===== config.mk =====
export PLATFORM = sky130hd
export DESIGN_NAME = clk_tick_gen
export DESIGN_NICKNAME = d
export VERILOG_FILES = /design/src/rtl/clk_tick_gen.sv
export SDC_FILE = /design/constraint.sdc
export NUM_CORES = 1
export LEC_CHECK = 0
export BUFFER_PORTS_ARGS = -buffer_cell sky130_fd_sc_hd__buf_2
export CAP_MARGIN = 20
export CORE_MARGIN = 2
export CORE_UTILIZATION = 44
export CTS_BUF_LIST = sky130_fd_sc_hd__clkbuf_16
export CTS_CLUSTER_SIZE = 10
export DETAILED_ROUTE_END_ITERATION = 6
export PLACE_DENSITY = 0.76
export SETUP_SLACK_MARGIN = 0.05
export SYNTH_ARGS = -nofsm -noshare
export SYNTH_HDL_FRONTEND = slang
export SYNTH_SLANG_ARGS = --single-unit

===== constraint.sdc =====
create_clock -name clock_i -period 2.75 [get_ports clock_i]
set_input_delay 0.275 -clock clock_i [delete_from_list [all_inputs] [get_ports clock_i]]
set_output_delay 0.275 -clock clock_i [all_outputs]
set_load 0.02 [all_outputs]

===== src/rtl/clk_tick_gen.sv =====
// Run-time programmable tick generator: one-cycle tick every D enabled cycles,
// a toggling clk_out and a postscaled slow tick, all as enables on clock_i.
module clk_tick_gen #(
   parameter int CNT_W       = 25,
   parameter int DEFAULT_DIV = 500000,
   parameter int POST_W      = 7,
   parameter int POST_DIV    = 100
) (
   input  logic             clock_i,
   input  logic             rst_n_i,
   input  logic             en_i,
   input  logic             clr_i,
   input  logic             div_load_i,
   input  logic [CNT_W-1:0] div_value_i,
   output logic             tick_o,
   output logic             tick_slow_o,
   output logic             clk_out_o,
   output logic [CNT_W-1:0] cnt_o,
   output logic             div_pending_o,
   output logic             div_err_o
);

   logic [CNT_W-1:0]  div_cur_q, div_cur_d;
   logic [CNT_W-1:0]  div_nxt_q, div_nxt_d;
   logic [CNT_W-1:0]  cnt_q, cnt_d;
   logic [POST_W-1:0] post_q, post_d;
   logic              pend_q, pend_d;
   logic              clk_out_q, clk_out_d;
   logic              tick_q, tick_d;
   logic              slow_q, slow_d;
   logic              err_q, err_d;

   logic load_ok;
   logic wrap;

   assign load_ok = div_load_i && (div_value_i >= CNT_W'(2));
   assign wrap    = (cnt_q == div_cur_q - CNT_W'(1));

   always_comb begin
      div_cur_d = div_cur_q;
      div_nxt_d = div_nxt_q;
      cnt_d     = cnt_q;
      post_d    = post_q;
      pend_d    = pend_q;
      clk_out_d = clk_out_q;
      tick_d    = 1'b0;
      slow_d    = 1'b0;
      err_d     = div_load_i && !load_ok;

      if (clr_i) begin
         cnt_d     = '0;
         post_d    = '0;
         clk_out_d = 1'b0;
         if (load_ok) begin
            div_cur_d = div_value_i;
            pend_d    = 1'b0;
         end else if (pend_q) begin
            div_cur_d = div_nxt_q;
            pend_d    = 1'b0;
         end
      end else if (en_i) begin
         if (wrap) begin
            cnt_d     = '0;
            tick_d    = 1'b1;
            clk_out_d = ~clk_out_q;
            if (post_q == POST_W'(POST_DIV - 1)) begin
               post_d = '0;
               slow_d = 1'b1;
            end else begin
               post_d = post_q + POST_W'(1);
            end
            // A load on the wrap edge is newer than any pending value.
            if (load_ok) begin
               div_cur_d = div_value_i;
               pend_d    = 1'b0;
            end else if (pend_q) begin
               div_cur_d = div_nxt_q;
               pend_d    = 1'b0;
            end
         end else begin
            cnt_d = cnt_q + CNT_W'(1);
            if (load_ok) begin
               div_nxt_d = div_value_i;
               pend_d    = 1'b1;
            end
         end
      end else if (load_ok) begin
         div_cur_d = div_value_i;
         cnt_d     = '0;
         pend_d    = 1'b0;
      end
   end

   always_ff @(posedge clock_i or negedge rst_n_i) begin
      if (!rst_n_i) begin
         div_cur_q <= CNT_W'(DEFAULT_DIV);
         div_nxt_q <= '0;
         cnt_q     <= '0;
         post_q    <= '0;
         pend_q    <= 1'b0;
         clk_out_q <= 1'b0;
         tick_q    <= 1'b0;
         slow_q    <= 1'b0;
         err_q     <= 1'b0;
      end else begin
         div_cur_q <= div_cur_d;
         div_nxt_q <= div_nxt_d;
         cnt_q     <= cnt_d;
         post_q    <= post_d;
         pend_q    <= pend_d;
         clk_out_q <= clk_out_d;
         tick_q    <= tick_d;
         slow_q    <= slow_d;
         err_q     <= err_d;
      end
   end

   assign tick_o        = tick_q;
   assign tick_slow_o   = slow_q;
   assign clk_out_o     = clk_out_q;
   assign cnt_o         = cnt_q;
   assign div_pending_o = pend_q;
   assign div_err_o     = err_q;

endmodule


==> reports/metrics.csv, run 1 <==
metric;value;unit
max incr delay on CP;0.55;ns
maxcap violations;0;
crit start category;register;
status;finished, violations left;
# clock sinks;87;
CP cell instances;inv_2 -> ha_4 -> nor4b_4 -> nand2_1 -> or4_4 -> a221oi_2 -> and4b_2 -> a21oi_4 -> buf_6 -> clkbuf_16 -> mux2_4;
Final setup viols;78;
Filler Cell Count;1104;
relative slew slack;0.521;
Yosys reg bits;87;
first-pass GRT wire length;28700;um
Placer Congestion;0.982;
Final Cycle Share;1.06;
share of cells above drive strength 1;0.363;
die span in y;121;um
warning count from the yosys run;0;
DPL Wire Length;11800;um
post-route ant nets;0;
htree depth;3;
GRT Residual Overflow;0;
FF+latch area;2190;um^2
placed instance area;6980;um^2
setup slack at placement;-0.184;ns
mapped cell area;6040;um^2
Async S/R FF share, synth;1.00;
Slew Limit Fails;0;
sequential element share of the synthesized area;0.362;
Clock Latency Late Sink;0.36;ns
CTS tree;built;
Worst Slack Setup Final;-0.161;ns
Synth top area share;0.331;
post-synth cell types;65;
hold slack final;0.171;ns
slowest cell on the critical path;or4_4;
highest-count cells in the layout ignoring fill and taps;dfrtp_1 (78), buf_4 (66), buf_2 (58);
final instance area;7870;um^2
worst slew pin tran;0.719;ns
PwrDens;465;nW/um^2
DRC;0;
Post-synth EDFFs;0;
Final Critical Period;2.91;ns
Avg Vias per Cell;6.09;
boundary pin count;60;
core area;13300;um^2
Max IR drop VDD;0.000416;V
Reg clk slew, reported paths;0.07;ns
Die Footprint;14700;um^2
leading area contributor after synthesis;dfrtp_1;
required time worst endpoint;2.99;ns
port bufs;59;
vias post-DR;5602;
most common cell after layout, fill and taps aside;dfrtp_1;
kind of critical path;reg2reg;
Mapped Cells;637;
Initial Utilization;0.453;
CP arrival;3.15;ns
Worst Skew;0.0117;ns
Nets;772;
fmax;344;MHz
Die Wd;121;um
main area contributors after synthesis;dfrtp_1 (33%), xnor2_1 (5.7%), mux2_4 (5.0%), nand4_1 (4.8%), a211o_1 (3.8%);
Worst setup EP type;register;
area grow syn2layout;30.2;%
DR pass1 iterations;5;
aggregate global-route resource usage;0.247;
Hold Violations, Final;0;
CP Max Fanout;6;
Main synth FF type;dfrtp_1;
footprint of the multi-input gates;3870;um^2
total CTS buffers;9;
largest net degree at the start of global routing;55;
FP Rows;42;
drt total wl;17700;um
Post-Syn Nets;670;
vias in the first global route;5404;
DRT iter0 DRCs;413;
RSZ-0062 raised after global routing;true;
failing checks;negative setup slack;
min-delay worst type;in2reg;
CTS root buf;clkbuf_16;
initial antenna violation count;0;
Avg Inst Size Synth;9.48;um^2
antenna cells;0;
Lkg Pwr;3.12;nW
drt wl/cell;19.2;um
Max clock buf depth;2;
layer usage:
metal / up-vias / share of wire / GRT usage
met2: 228 / 0.46 / 0.384
li1: 2624 / - / -
met5: - / 0 / 0
met1: 2712 / 0.45 / 0.347
met4: 0 / 0.023 / 0.0805
met3: 38 / 0.068 / 0.0461
worst paths after layout:
check                               start       endpoint  slack (ns)  cells after the start
max in group asynchronous         rst_n_i       cnt_o[2]        1.60                      3
max                          div_cur_q[0]  div_nxt_q[11]       -0.16                     11
min                        div_value_i[0]   div_nxt_q[0]        0.17                      2
min in group asynchronous         rst_n_i      cnt_o[11]        0.52                      2
max reg2reg                  div_cur_q[0]  div_nxt_q[11]       -0.16                     11
min reg2reg                 div_nxt_q[16]  div_nxt_q[16]        0.50                      1
power by group:
| group | switching (W) | leakage, nW | internal, W | total, W |
|---|---|---|---|---|
| clock network | 0.000578 | 0.141 | 0.000633 | 0.00121 |
| logic | 0.000445 | 1.90 | 0.000469 | 0.000914 |
| registers | 0.000112 | 1.08 | 0.00142 | 0.00153 |
sequential cells by signal (all words and copies together) (netlist names):
name	flops
clk_out_o	1
cnt_o	25
div_cur_q	25
div_err_o	1
div_nxt_q	25
div_pending_o	1
post_q	7
tick_o	1
tick_slow_o	1
cell type report:
class                      count  share of cell area
multi-input combinational    482               0.491
sequential                    87               0.278
timing repair buffer         150               0.161
clock buffer                   9              0.0286
tap                          176              0.0280
clock inverter                 7             0.00843
inverter                       9             0.00429
Yosys cell counts (all sizes together) (9+ instances only):
library cell,n
xnor2,40
nand3,15
inv,9
xor2,12
buf,23
dfrtp,80
a211o,26
clkbuf,36
o22ai,25
nor2,23
nor3,42
nand3b,27
a21oi,17
nor2b,9
nand2,21
and3,29
nand4,47
nor4,17
mux2,29
o21ai,29
critical path, delay by kind of cell, from the launching register on:
| kind | cells | cell delay [ns] |
|---|---|---|
| DFF | 1 | 0.41 |
| adders and majority gates | 1 | 0.13 |
| buffers and inverters | 3 | 0.39 |
| AOI/OAI and AO/OA | 2 | 0.35 |
| and+or+nand+nor | 4 | 1.23 |
| muxes | 1 | 0.29 |
logic make-up (layout without fill, tap and decap cells):
logic type | Yosys count | count (layout) | share of synthesized area
and+or+nand+nor | 264 | 264 | 0.272
AOI/OAI and AO/OA | 131 | 131 | 0.151
DFF | 87 | 87 | 0.362
buffers and inverters | 68 | 175 | 0.0588
xor gates and xnor gates | 53 | 53 | 0.0804
muxes | 31 | 31 | 0.0698
adders and majority gates | 3 | 3 | 0.00621
metrics by stage:
| step | instances | util | power (W) | setup TNS [ns] |
|---|---|---|---|---|
| global route | 920 | 0.589 | 0.00382 | -13.90 |
| CTS | 917 | 0.575 | 0.00364 | -6.39 |
| floorplan | 637 | - | 0.00207 | -2.30 |
| detailed placement | 887 | 0.523 | 0.00240 | -8.83 |
| finish | 920 | 0.589 | 0.00366 | -7.50 |
| global placement | 887 | 0.523 | 0.00238 | -4.49 |
repair_timing:
| action | CTS | global route |
|---|---|---|
| resized for setup | 36 | 29 |
| setup endpoints to repair | 86 | 86 |
| setup buffers | 7 | 2 |
| endpoints found under the hold margin | 7 | 0 |
| gates cloned | 6 | 1 |
| hold buffers | 1 | 0 |
| pin swaps | 17 | 12 |
(Power assumes the default switching activity.)
==> run 2: changes to the inputs <==
--- a/config.mk
+++ b/config.mk
@@ -5,6 +5,7 @@
 export SDC_FILE = /design/constraint.sdc
 export NUM_CORES = 1
 export LEC_CHECK = 0
+export ABC_AREA = 1
 export BUFFER_PORTS_ARGS = -buffer_cell sky130_fd_sc_hd__buf_2
 export CAP_MARGIN = 20
 export CORE_MARGIN = 2
@@ -12,6 +13,7 @@
 export CTS_BUF_LIST = sky130_fd_sc_hd__clkbuf_16
 export CTS_CLUSTER_SIZE = 10
 export DETAILED_ROUTE_END_ITERATION = 6
+export HOLD_SLACK_MARGIN = 0.08
 export PLACE_DENSITY = 0.76
 export SETUP_SLACK_MARGIN = 0.05
 export SYNTH_ARGS = -nofsm -noshare
==> reports/metrics.csv, run 2 <==
metric;value;unit;change
post-synth cell types;35;;-46%
largest family of logic cells by synthesized area;simple AND/OR/NAND/NOR gates;;
Slew Limit Fails;0;;unchanged
Clock Latency Late Sink;0.36;ns;about the same
DR pass1 iterations;5;;unchanged
top cells by count, synth;nand2_1 (295), inv_1 (94), nor2_1 (94), nand3_1 (86), dfrtp_1 (80);;
Die Footprint;14700;um^2;-0.18%
DRC;0;;unchanged
vias post-DR;5943;;+6.1%
Max IR drop VDD;0.000338;V;-19%
htree depth;3;;unchanged
adder-cell share of the synthesized area;0.00623;;+0.0000116
reg2reg start;div_cur_q[0];;
R2R setup slack;0.26;ns;+0.42 ns
Placer Congestion;0.984;;+0.25%
post-route ant nets;0;;unchanged
DPL Wire Length;11500;um;-2.2%
FF-to-FF End;div_cur_q[3];;
leading area contributor after synthesis;dfrtp_1;;
Hold Violations, Final;0;;unchanged
Final setup viols;0;;-100%
CTS root buf;clkbuf_16;;
core area;13300;um^2;-0.39%
CP Max Fanout;25;;+19
worst hold path depth;3;;+1
most common cell after layout, fill and taps aside;nand2_1;;
die span in y;121;um;about the same
boundary pin count;60;;unchanged
Yosys reg bits;87;;unchanged
largest net degree at the start of global routing;68;;+24%
kind of critical path;reg2reg;;
Tot Pwr;0.00358;W;-2.2%
area grow syn2layout;13.7;%;
Worst Skew;0.0120;ns;+0.000234 ns
Main synth FF type;dfrtp_1;;
most frequent cell after synthesis;nand2_1;;
status;complete, no violations;;
Mapped Cells;909;;+43%
worst slew pin tran;0.649;ns;-0.0696 ns
Reg clk slew, reported paths;0.06;ns;about the same
Avg Vias per Cell;5.22;;-14%
drt total wl;16000;um;-9.2%
aggregate global-route resource usage;0.233;;-0.0142
min-delay worst type;in2reg;;
Worst Setup EP;div_cur_q[3];;
mux cell area share after synthesis;0;;-0.0698
Max clock buf depth;2;;unchanged
fmax;401;MHz;+17%
Setup TNS;0;ns;+7.50 ns
Nets;990;;+28%
highest-count cells in the layout ignoring fill and taps;nand2_1 (294), inv_1 (94), nor2_1 (91);;
Die Wd;121;um;about the same
Initial Utilization;0.454;;+0.000942
mapped cell area;6030;um^2;-0.19%
CP arrival;2.74;ns;-0.41 ns
sequential element share of the synthesized area;0.363;;+0.000676
Final Critical Period;2.49;ns;-0.419 ns
Finished Core Util;0.516;;-0.0738
total CTS buffers;9;;unchanged
port bufs;59;;unchanged
vias in the first global route;5486;;+1.5%
relative slew slack;0.567;;+0.0459
CTS tree;built;;
Synth Area in Simple Gates;0.410;;+0.138
post-synthesis compound-gate area fraction;0.0618;;-0.0892
initial antenna violation count;0;;unchanged
PwrDens;522;nW/um^2;+12%
Post-synth EDFFs;0;;unchanged
required time worst endpoint;2.99;ns;about the same
XOR/XNOR Fraction of Synth Area;0.0668;;-0.0135
DRT iter0 DRCs;470;;+14%
drt wl/cell;14.1;um;-27%
GRT Residual Overflow;0;;unchanged
Post-Syn Nets;942;;+41%
Filler Cell Count;1353;;+23%
Synth top area share;0.332;;+0.000619
RSZ-0062 raised after global routing;true;;
Async S/R FF share, synth;1.00;;unchanged
R2R depth;15;;+4
Lkg Pwr;3.46;nW;+11%
Worst setup EP type;register;;
crit start category;register;;
antenna cells;0;;unchanged
# clock sinks;87;;unchanged
Avg Inst Size Synth;6.63;um^2;-30%
Final Cycle Share;0.906;;-0.152
first-pass GRT wire length;27200;um;-5.1%
share of cells above drive strength 1;0.124;;-0.239
CP Launch Point;div_cur_q[0];;
maxcap violations;0;;unchanged
main area contributors after synthesis;dfrtp_1 (33%), nand2_1 (18%), nand3_1 (7.1%), inv_1 (5.9%), nor2_1 (5.9%);;
warning count from the yosys run;0;;unchanged
FP Rows;42;;unchanged
[run 2: cell types whose count changed after synthesis, moves of 27 or more]
cell / previous run / this run
and3_1: 29 / 1
inv_1: 9 / 94
nand3_1: 15 / 86
nand2_1: 21 / 295
nor3_1: 37 / 10
nor2_1: 23 / 94
[run 2: area by class of cell]
type                    instances  area, um^2  area share
repair buffers                 74         467      0.0681
well taps                     176         220      0.0321
flip-flops and latches         87        2190       0.319
clock inverters                 7        71.3      0.0104
multi-input cells             686        3310       0.483
inverters                      99         372      0.0542
clock buffers                   9         225      0.0329
[run 2: worst min path at each step]
stage,slack [ns],startpoint,endpoint
final,0.14,div_load_i,div_err_o
after floorplan,-0.02,rst_n_i,clk_out_o
after global placement,0.34,rst_n_i,cnt_o[22]
after CTS,0.13,div_load_i,div_err_o
after global routing,0.16,div_load_i,div_err_o
after detailed placement,0.34,rst_n_i,cnt_o[24]
[run 2: critical path: stages, from the launching register on]
cell and delay (ns):
dfrtp_1 0.42, inv_1 0.13, ha_1 0.25, nand3_4 0.16, nor2_4 0.21, nand3_1 0.10, nand2_1 0.10, nand2_1 0.06
nor2_1 0.11, nand2_1 0.08, nor2_2 0.15, nand3_4 0.13, nand2_4 0.12, nand2_4 0.18, nand2_1 0.13, nand2_1 0.05
[run 2: where the power goes]
group / total (W) / switching, W / internal [W]
logic: 0.000785 / 0.000505 / 0.000280
registers: 0.00156 / 0.000140 / 0.00141
clock network: 0.00124 / 0.000533 / 0.000704
total: 0.00358 / 0.00118 / 0.00240
[run 2: layer usage]
| layer | vias to the layer above | global-route usage | part of all wire |
|---|---|---|---|
| met1 | 2716 | 0.332 | 0.47 |
| met4 | 0 | 0.0807 | 0.016 |
| met3 | 18 | 0.0390 | 0.068 |
| li1 | 3017 | - | - |
| met2 | 192 | 0.356 | 0.44 |
| met5 | - | 0 | 0 |
[run 2: stage by stage]
step | hold WS [ns] | std cells | cell area, um^2 | worst slack, ns
6_report | 0.135 | 1138 | 6860 | 0.258
5_1_grt | 0.158 | 1138 | 6860 | 0.0405
4_1_cts | 0.125 | 1137 | 6830 | 0.124
3_5_place_dp | 0.340 | 1120 | 6520 | 0.146
3_3_place_gp | 0.341 | 1120 | 6520 | 0.243
2_1_floorplan | -0.0206 | 909 | 6030 | 0.461
[run 2: kinds of logic (layout without fill, tap and decap cells)]
| group | count (synthesis) | after routing |
|---|---|---|
| adder cells (fa/ha/maj) | 3 | 3 |
| AO/OA/AOI/OAI | 73 | 73 |
| buffers and inverters | 137 | 189 |
| AND/OR/NAND/NOR | 563 | 564 |
| XOR/XNOR | 46 | 46 |
| flip-flops | 87 | 87 |
[run 2: what timing repair did]
action	in CTS	in global routing
gates resized for setup	0	5
hold endpoints to repair	39	0
setup buffers	0	0
hold buffers	1	0
endpoints found under the setup margin	0	84
==> run 3: changes to the inputs <==
--- a/config.mk
+++ b/config.mk
@@ -9,12 +9,12 @@
 export BUFFER_PORTS_ARGS = -buffer_cell sky130_fd_sc_hd__buf_2
 export CAP_MARGIN = 20
 export CORE_MARGIN = 2
-export CORE_UTILIZATION = 44
+export CORE_UTILIZATION = 54
 export CTS_BUF_LIST = sky130_fd_sc_hd__clkbuf_16
 export CTS_CLUSTER_SIZE = 10
 export DETAILED_ROUTE_END_ITERATION = 6
 export HOLD_SLACK_MARGIN = 0.08
-export PLACE_DENSITY = 0.76
+export PLACE_DENSITY = 0.88
 export SETUP_SLACK_MARGIN = 0.05
 export SYNTH_ARGS = -nofsm -noshare
 export SYNTH_HDL_FRONTEND = slang
==> reports/metrics.csv, run 3 (synthesis results as in run 2) <==
metric;value;unit;change
PwrDens;546;nW/um^2;+4.6%
CP Launch Point;div_cur_q[0];;
CTS tree;built;;
Final Critical Period;2.54;ns;+0.0463 ns
number of buffer and inverter instances along the worst setup path;1;;unchanged
boundary pin count;60;;unchanged
drt total wl;15900;um;-0.75%
Die Wd;110;um;-9.4%
Crit path top cell by count;nand2_1;;
aggregate global-route resource usage;0.281;;+0.0483
status;complete, no violations;;
post-route ant nets;0;;unchanged
Lkg Pwr;3.51;nW;+1.3%
fmax;394;MHz;-1.8%
required time worst endpoint;2.99;ns;about the same
DRT iter0 DRCs;405;;-14%
htree depth;3;;unchanged
# clock sinks;87;;unchanged
area grow syn2layout;14.3;%;
DR pass1 iterations;5;;unchanged
drt wl/cell;14.4;um;+2.3%
CP Max Fanout;25;;unchanged
initial antenna violation count;0;;unchanged
port bufs;59;;unchanged
worst slew pin tran;0.630;ns;-0.0189 ns
Setup TNS;0;ns;unchanged
most common cell after layout, fill and taps aside;nand2_1;;
highest-count cells in the layout ignoring fill and taps;nand2_1 (294), inv_1 (94), nor2_1 (92);;
kind of critical path;reg2reg;;
die span in y;110;um;-9.4%
final instance area;6890;um^2;+0.51%
slowest cell on the critical path;dfrtp_1;;
Clock Latency Late Sink;0.35;ns;about the same
R2R depth;14;;-1
vias post-DR;6112;;+2.8%
CTS root buf;clkbuf_16;;
Hold Violations, Final;0;;unchanged
GRT Residual Overflow;0;;unchanged
Tot Pwr;0.00376;W;+5.1%
Reg clk slew, reported paths;0.07;ns;about the same
max incr delay on CP;0.42;ns;about the same
maxcap violations;0;;unchanged
placed instance area;6480;um^2;-0.69%
antenna cells;0;;unchanged
Max clock buf depth;2;;unchanged
RSZ-0062 raised after global routing;false;;
worst hold path depth;3;;unchanged
DRC;0;;unchanged
hold path start;div_load_i;;
vias in the first global route;5502;;+0.29%
Die Footprint;12000;um^2;-18%
first-pass GRT wire length;26600;um;-2.3%
Avg Vias per Cell;5.54;;+6.0%
Worst Skew;0.00610;ns;-0.00588 ns
FP Rows;38;;-9.5%
core area;10900;um^2;-18%
Stages on worst setup path;14;;-1
relative slew slack;0.579;;+0.0126
share of cells above drive strength 1;0.128;;+0.00389
Slew Limit Fails;0;;unchanged
largest net degree at the start of global routing;85;;+25%
DPL Wire Length;11300;um;-2.1%
min-delay worst type;in2reg;;
CP cell instances;inv_1 -> ha_2 -> nand3_4 -> nor2_4 -> xnor2_1 -> nand2_1 -> nor2_1 -> nand2_1 -> nor2_2 -> nand3_4 -> nand2_4 -> nand2_4 -> nand2_1 -> nand2_1;;
Nets;992;;+0.20%
total CTS buffers;9;;unchanged
Max IR drop VDD;0.000256;V;-24%
Final Cycle Share;0.923;;+0.0168
top cell family by delay on the critical path;simple AND/OR/NAND/NOR gates;;
reg2reg start;div_cur_q[0];;
CP arrival;2.77;ns;+0.03 ns
Placer Congestion;0.965;;-1.9%
crit start category;register;;
Initial Utilization;0.554;;+0.100
Worst setup EP type;register;;
Final setup viols;0;;unchanged
-- run 3: cell types whose count changed in the layout (fill, tap and decap cells not counted), sizes merged --
cell	previous run	this run
inv	98	97
clkinvlp	1	0
bufinv	1	3
buf	73	75
-- run 3: worst paths after layout --
path,end,slack (ns)
max in group asynchronous,div_cur_q[16],1.48
min reg2reg,div_nxt_q[6],0.47
min,div_err_o,0.15
min in group asynchronous,post_q[3],0.44
max,div_cur_q[22],0.21
max reg2reg,div_cur_q[22],0.21
-- run 3: worst reg2reg max path, cell delays in order, from the launching register on --
cell,delay (ns)
dfrtp_1,0.42
inv_1,0.13
ha_2,0.24
nand3_4,0.14
nor2_4,0.20
xnor2_1,0.17
nand2_1,0.10
nor2_1,0.18
nand2_1,0.09
nor2_2,0.14
nand3_4,0.12
nand2_4,0.12
nand2_4,0.18
nand2_1,0.13
nand2_1,0.06
-- run 3: per-stage QoR --
stage                      util  worst slack [ns]  hold WS (ns)  cells
after CTS                 0.627             0.156         0.140   1100
after global routing      0.633            0.0117         0.173   1104
final                     0.633             0.212         0.148   1104
after global placement    0.595             0.270         0.450   1084
after floorplan               -             0.461       -0.0206    909
after detailed placement  0.595             0.167         0.458   1084
-- run 3: per-layer routing --
| metal | up-vias | routed length (um) | part of all wire | global-route usage |
|---|---|---|---|---|
| met5 | - | 0 | 0 | 0 |
| met4 | 0 | 261 | 0.016 | 0.0967 |
| met3 | 23 | 1070 | 0.067 | 0.0379 |
| met2 | 216 | 7360 | 0.46 | 0.430 |
| met1 | 2840 | 7220 | 0.45 | 0.408 |
| li1 | 3033 | - | - | - |
-- run 3: cell type report --
class | count | area [um^2]
fillers | 1012 | 4000
inverters | 99 | 372
multi-input cells | 686 | 3310
well taps | 140 | 175
clock buffers | 9 | 225
repair buffers | 76 | 502
clock inverters | 7 | 121
flip-flops and latches | 87 | 2190
-- run 3: repair_timing --
| action | CTS | global route |
|---|---|---|
| buffers inserted | 0 | 1 |
| endpoints found under the hold margin | 0 | 37 |
| hold buffers | 0 | 1 |
| setup endpoints to repair | 0 | 84 |
| resized for setup | 0 | 4 |
-- run 3: power breakdown --
group	switching [W]	total, W	internal [W]
logic	0.000504	0.000791	0.000287
registers	0.000137	0.00155	0.00141
clock network	0.000528	0.00142	0.000891
total	0.00117	0.00376	0.00259
